<file path="config.mk">
export PLATFORM = sky130hd
export DESIGN_NAME = rom_alu_ram_engine
export DESIGN_NICKNAME = d
export VERILOG_FILES = /design/src/rtl/rom_alu_ram_engine.sv
export SDC_FILE = /design/constraint.sdc
export NUM_CORES = 1
export LEC_CHECK = 0
export CAP_MARGIN = 20
export CELL_PAD_IN_SITES_DETAIL_PLACEMENT = 1
export CELL_PAD_IN_SITES_GLOBAL_PLACEMENT = 1
export CORE_MARGIN = 1.5
export CORE_UTILIZATION = 43
export CTS_CLUSTER_DIAMETER = 120
export DETAILED_ROUTE_END_ITERATION = 8
export GPL_ROUTABILITY_DRIVEN = 0
export PLACE_DENSITY_LB_ADDON = 0.1
export SLEW_MARGIN = 20
export SYNTH_ARGS = -nofsm -noshare
export SYNTH_HDL_FRONTEND = slang
export SYNTH_SLANG_ARGS = --single-unit
</file>
<file path="constraint.sdc">
create_clock -name clk -period 3.8 [get_ports clk]
set_input_delay 0.57 -clock clk [delete_from_list [all_inputs] [get_ports clk]]
set_output_delay 0.57 -clock clk [all_outputs]
set_load 0.1 [all_outputs]
</file>
<file path="src/rtl/rom_alu_ram_engine.sv">
// rom_alu_ram_engine: two ROM operands -> ALU -> RAM word, single op or wrapping batch.
// Latency: done pulses in the cycle after edge 3*(len+1) counted from the start edge; read port 1 cycle.
// Backpressure: none; start is ignored while busy, the RAM read port is always serviced.
//
// Ports: clk, rst (async, active-low)
//   start/op/adr1_rom/adr2_rom/adr_ram/len : command, latched only in IDLE
//   busy/done/result/ovf                    : status, all registered
//   rd_addr/rd_data                         : independent RAM read port, registered data
// Optional macro SAT_EN: saturate add/mul overflow to all-ones and sub borrow to zero.
module rom_alu_ram_engine #(
  parameter int DATA_W = 8,
  parameter int ADDR_W = 3
) (
  input  logic              clk,
  input  logic              rst,
  input  logic              start,
  input  logic [1:0]        op,
  input  logic [ADDR_W-1:0] adr1_rom,
  input  logic [ADDR_W-1:0] adr2_rom,
  input  logic [ADDR_W-1:0] adr_ram,
  input  logic [ADDR_W-1:0] len,
  output logic              busy,
  output logic              done,
  output logic [DATA_W-1:0] result,
  output logic              ovf,
  input  logic [ADDR_W-1:0] rd_addr,
  output logic [DATA_W-1:0] rd_data
);

  localparam int DEPTH = 1 << ADDR_W;

  typedef enum logic [2:0] {
    S_IDLE,
    S_READ,
    S_EXEC,
    S_WRITE,
    S_DONE
  } state_t;

  state_t              state;
  logic [1:0]          op_q;
  logic [ADDR_W-1:0]   adr1_q;
  logic [ADDR_W-1:0]   adr2_q;
  logic [ADDR_W-1:0]   wa_q;
  logic [ADDR_W-1:0]   cnt_q;
  logic [DATA_W-1:0]   rom_a;
  logic [DATA_W-1:0]   rom_b;
  logic [DATA_W-1:0]   res_q;
  logic [DATA_W-1:0]   alu_val;
  logic                alu_evt;
  logic [DATA_W:0]     sum_w;
  logic [DATA_W-1:0]   diff_w;
  logic [2*DATA_W-1:0] prod_w;
  logic [DATA_W-1:0]   mem [DEPTH];

  // ROM content is the fixed sequence 3*i+1, truncated to the word width.
  // ADDR_W+2 bits hold 3*i+1 for every address without overflow.
  function automatic logic [DATA_W-1:0] rom_word(input logic [ADDR_W-1:0] i);
    logic [ADDR_W+1:0] t;
    t = {2'b00, i} + {1'b0, i, 1'b0} + (ADDR_W+2)'(1);
    return DATA_W'(t);
  endfunction

  // Registered ROM reads; addresses are stable during READ so data is valid in EXEC.
  always_ff @(posedge clk or negedge rst) begin
    if (!rst) begin
      rom_a <= '0;
      rom_b <= '0;
    end else begin
      rom_a <= rom_word(adr1_q);
      rom_b <= rom_word(adr2_q);
    end
  end

  assign sum_w  = {1'b0, rom_a} + {1'b0, rom_b};
  assign diff_w = rom_a - rom_b;
  assign prod_w = {{DATA_W{1'b0}}, rom_a} * {{DATA_W{1'b0}}, rom_b};

  always_comb begin
    alu_val = rom_a;
    alu_evt = 1'b0;
    case (op_q)
      2'b00: begin
        alu_val = sum_w[DATA_W-1:0];
        alu_evt = sum_w[DATA_W];
      end
      2'b01: begin
        alu_val = diff_w;
        alu_evt = (rom_a < rom_b);
      end
      2'b10: begin
        alu_val = prod_w[DATA_W-1:0];
        alu_evt = |prod_w[2*DATA_W-1:DATA_W];
      end
      default: begin
        alu_val = rom_a;
        alu_evt = 1'b0;
      end
    endcase
`ifdef SAT_EN
    // Pass never raises an event, so only sub needs the low clamp.
    if (alu_evt) alu_val = (op_q == 2'b01) ? '0 : '1;
`endif
  end

  always_ff @(posedge clk or negedge rst) begin
    if (!rst) begin
      state  <= S_IDLE;
      busy   <= 1'b0;
      done   <= 1'b0;
      result <= '0;
      ovf    <= 1'b0;
      op_q   <= '0;
      adr1_q <= '0;
      adr2_q <= '0;
      wa_q   <= '0;
      cnt_q  <= '0;
      res_q  <= '0;
    end else begin
      done <= 1'b0;
      case (state)
        S_IDLE: begin
          if (start) begin
            op_q   <= op;
            adr1_q <= adr1_rom;
            adr2_q <= adr2_rom;
            wa_q   <= adr_ram;
            cnt_q  <= len;
            ovf    <= 1'b0;
            busy   <= 1'b1;
            state  <= S_READ;
          end
        end
        S_READ: state <= S_EXEC;
        S_EXEC: begin
          res_q <= alu_val;
          ovf   <= ovf | alu_evt;
          state <= S_WRITE;
        end
        S_WRITE: begin
          result <= res_q;
          if (cnt_q == '0) begin
            done  <= 1'b1;
            state <= S_DONE;
          end else begin
            // Address arithmetic wraps naturally at ADDR_W bits.
            cnt_q  <= cnt_q - ADDR_W'(1);
            adr1_q <= adr1_q + ADDR_W'(1);
            adr2_q <= adr2_q + ADDR_W'(1);
            wa_q   <= wa_q + ADDR_W'(1);
            state  <= S_READ;
          end
        end
        S_DONE: begin
          busy  <= 1'b0;
          state <= S_IDLE;
        end
        default: state <= S_IDLE;
      endcase
    end
  end

  // RAM storage is deliberately not reset so written words survive a reset.
  always_ff @(posedge clk) begin
    if (state == S_WRITE) mem[wa_q] <= res_q;
  end

  // Same-edge read of a word being written returns the previous contents.
  always_ff @(posedge clk or negedge rst) begin
    if (!rst) rd_data <= '0;
    else      rd_data <= mem[rd_addr];
  end

endmodule

</file>
==> metrics.md <==
| Metric | Value |
|---|---|
| Synth Area per Inst | `~13 sq um` |
| CP most frequent cell | `fa_1` |
| 1st-iter DRT viols | `between 200 and 250` |
| Final nets | `around 600` |
| Die Y | `121 um` |
| IO Count | `39` |
| Total detailed-routing wirelength | `13200 um` |
| Num CTS Buffers | `17` |
| Pin count of the biggest net entering global routing | `43` |
| Type of the worst setup path | `reg -> reg` |
| Core area | `about 14000 sq um` |
| Number of synthesized flops with an enable pin | `64` |
| Synth area leaders | `edfxtp_1, dfrtp_1, ha_1` |
| Final count of negative-setup-slack endpoints | `0` |
| Cells after Synth | `470` |
| Core Rows | `between 40 and 50` |
| Family with the most delay on the worst path | `adder cells` |
| TNS Setup | `0 ns` |
| Post-route antenna net violation count | `0` |
| Final Hold Fails | `0` |
| Fin crit period | `about 3.6 ns` |
| Sequential area share after synthesis | `0.543` |
| DR vias/cell | `5.29` |
| Max Cap Viol | `0` |
| CTS sink count | `between 100 and 150` |
| Global route overflow | `0` |
| Crit end category | `flop` |
| PortBufs | `38` |
| WP buf/inv | `2` |
| Status | `finished clean` |
| Seq cells post-synth | `118` |
| Via count | `roughly 3800` |
| Critical Path RT | `between 4 and 5 ns` |
| Crit path launch type | `flop` |
| CP max stage cell | `fa_1` |
| Syn Std Cell Area | `approximately 6000 sq um` |
| Die ar. | `roughly 15000 sq um` |
| Critical Path Source | `rom_a[2]$_DFF_PN0_` |
| Hold Crit Class | `in -> async` |
| Max stage delay on crit path | `around 0.55 ns` |
| DP HPWL | `between 9000 and 10000 um` |
| Critical Path Fanout Max | `4` |
| H-tree depth | `4` |
| DRC Markers | `0` |
| R2R Path Start | `rom_a[2]$_DFF_PN0_` |
| Synth unique cells | `50` |
| CP Data Arrival Time | `slightly below 4 ns` |
| Initial antenna violation count | `0` |
| WL per Instance | `18.6 um` |
| Clock Skew | `between 0.006 and 0.007 ns` |
| Fmax | `around 0.28 GHz` |
| Slew Viols, Final | `0` |
| Area leader, netlist | `edfxtp_1` |
| CP Cell Sequence | `ha_1 -> inv_1 -> fa_1 -> fa_1 -> inv_1 -> fa_1 -> ha_4 -> nor2b_1 -> o31a_1 -> o22ai_2 -> xnor2_1 -> o2111ai_1 -> o221ai_1` |
| Drt pass-1 iters | `4` |
| Vias in the first global route | `between 4000 and 5000` |
| Die W | `121 um` |
| Total GRT Usage | `0.198` |
| Worst-path clk slew | `0.05 ns` |
| Worst setup path endpoint | `ovf$_DFFE_PN0P_` |
| Global-route wire length before repair | `about 22000 um` |
| Clock Path Buffers | `2` |
| Synth async-reset ratio | `0.458` |
| RSZ-0062 raised after global routing | `false` |
| Crit path depth | `13` |
| Post-synth net total | `about 550` |
| Skew-Pair Late Insertion Delay | `0.41 ns` |
| Actual slew at the worst max-slew pin | `between 0.9 and 1 ns` |
| Layout overhead on the synthesized area | `18.4%` |
| Slew Limit Headroom | `0.335` |
| CTS tree | `yes` |
| Dominant synthesized flop cell | `edfxtp_1` |
| Root Driver | `clkbuf_16` |
| Post_cts resized | `0` |
| Initial core utilization | `0.438` |
| # diodes | `0` |
| Most frequent cells in the layout | `edfxtp_1, dfrtp_1, nand2_1` |
| Postcts setup bufs | `0` |
| Commonest non-fill, non-tap cell in the layout | `edfxtp_1` |
| Reg2Reg Depth | `13` |
| Filler cells | `approximately 1400` |
| Syn. warnings | `0` |
| Reg-to-reg slack, setup | `around 0.22 ns` |
| FF-to-FF End | `ovf$_DFFE_PN0P_` |
| Share of the synthesized area in the top cell type | `0.319` |
| Layout cells sized above 1 | `0.0996` |
| Hold buffers post-CTS | `0` |
| Final period util | `0.943` |
==> per-stage QoR <==
step / setup WS [ns] / instance area, sq um / std cells / hold WS, ns / utilization
2_1_floorplan: 0.286 / 6030 / 470 / 0.274 / -
3_3_place_gp: 0.161 / 6590 / 680 / 0.460 / 0.478
3_5_place_dp: 0.0960 / 6590 / 680 / 0.467 / 0.478
4_1_cts: 0.0804 / 7130 / 712 / 0.341 / 0.517
5_1_grt: 0.0529 / 7140 / 712 / 0.363 / 0.518
6_report: 0.216 / 7140 / 712 / 0.293 / 0.518
==> registers in the layout, summed over array words and instances, names as in the netlist <==
| register | cells |
|---|---|
| busy | 1 |
| op_q | 2 |
| rd_data | 8 |
| cnt_q | 3 |
| rom_b | 5 |
| adr2_q | 3 |
| mem | 64 |
| wa_q | 3 |
| result | 8 |
| adr1_q | 3 |
| res_q | 8 |
| rom_a | 5 |
| ovf | 1 |
| state | 3 |
| done | 1 |
==> metal layers <==
metal | GRT usage | wire, um
met1 | 0.269 | 6540
met2 | 0.311 | 6160
met3 | 0.0498 | 358
met4 | 0.0676 | 176
met5 | 0 | 0
==> cell type report <==
class,count,area (sq um),area share
clock buffers,19,433,0.0606
inverters,33,124,0.0174
repair buffers,47,443,0.0620
multi-input cells,302,2530,0.355
flip-flops and latches,118,3270,0.458
well taps,180,225,0.0315
clock inverters,13,109,0.0152
==> worst min path at each step <==
stage | startpoint | end | slack [ns]
global route | rst | op_q[0]$_DFFE_PN0P_ | 0.36
CTS | rst | op_q[0]$_DFFE_PN0P_ | 0.34
finish | rst | ovf$_DFFE_PN0P_ | 0.29
detailed placement | result[2]$_DFFE_PN0P_ | result[2]$_DFFE_PN0P_ | 0.47
floorplan | rst | adr1_q[0]$_DFFE_PN0P_ | 0.27
global placement | result[7]$_DFFE_PN0P_ | result[7]$_DFFE_PN0P_ | 0.46
==> cell usage after synthesis, types with 3 or more instances <==
| cell | n |
|---|---|
| a211oi_1 | 3 |
| buf_2 | 7 |
| buf_6 | 3 |
| a21oi_1 | 30 |
| fa_1 | 13 |
| a21o_1 | 4 |
| mux2_2 | 8 |
| mux4_1 | 14 |
| and2_1 | 8 |
| xor2_1 | 5 |
| a31oi_1 | 3 |
| nor2_1 | 35 |
| a221oi_1 | 5 |
| xnor2_1 | 10 |
| nor2b_1 | 4 |
| o21ai_0 | 18 |
| edfxtp_1 | 64 |
| nand2b_1 | 7 |
| dfrtp_1 | 54 |
| inv_1 | 32 |
| clkbuf_1 | 3 |
| nor3b_1 | 4 |
| nand3_1 | 6 |
| ha_1 | 43 |
| nor3_1 | 9 |
| nand2_1 | 47 |
==> cell families (layout without fill, tap and decap cells) <==
logic type                 Yosys count  in the layout  synth area share
AOI/OAI and AO/OA                   76             76            0.0761
xor gates and xnor gates            15             15            0.0218
adders and majority gates           56             56             0.132
buffers and inverters               50            112            0.0396
DFF                                118            118             0.543
muxes                               24             24            0.0834
and+or+nand+nor                    131            131             0.104
==> worst register-to-register path: stages, from the launching register on <==
cell and delay (ns):
dfrtp_1 0.40, ha_1 0.24, inv_1 0.07, fa_1 0.44, fa_1 0.55, inv_1 0.05
fa_1 0.48, ha_4 0.28, nor2b_1 0.14, o31a_1 0.26, o22ai_2 0.13, xnor2_1 0.08
o2111ai_1 0.19, o221ai_1 0.13
Power is left out: the tool's default activity adds up to more than one toggle a clock period on the data nets, which glitch-free logic cannot reach.
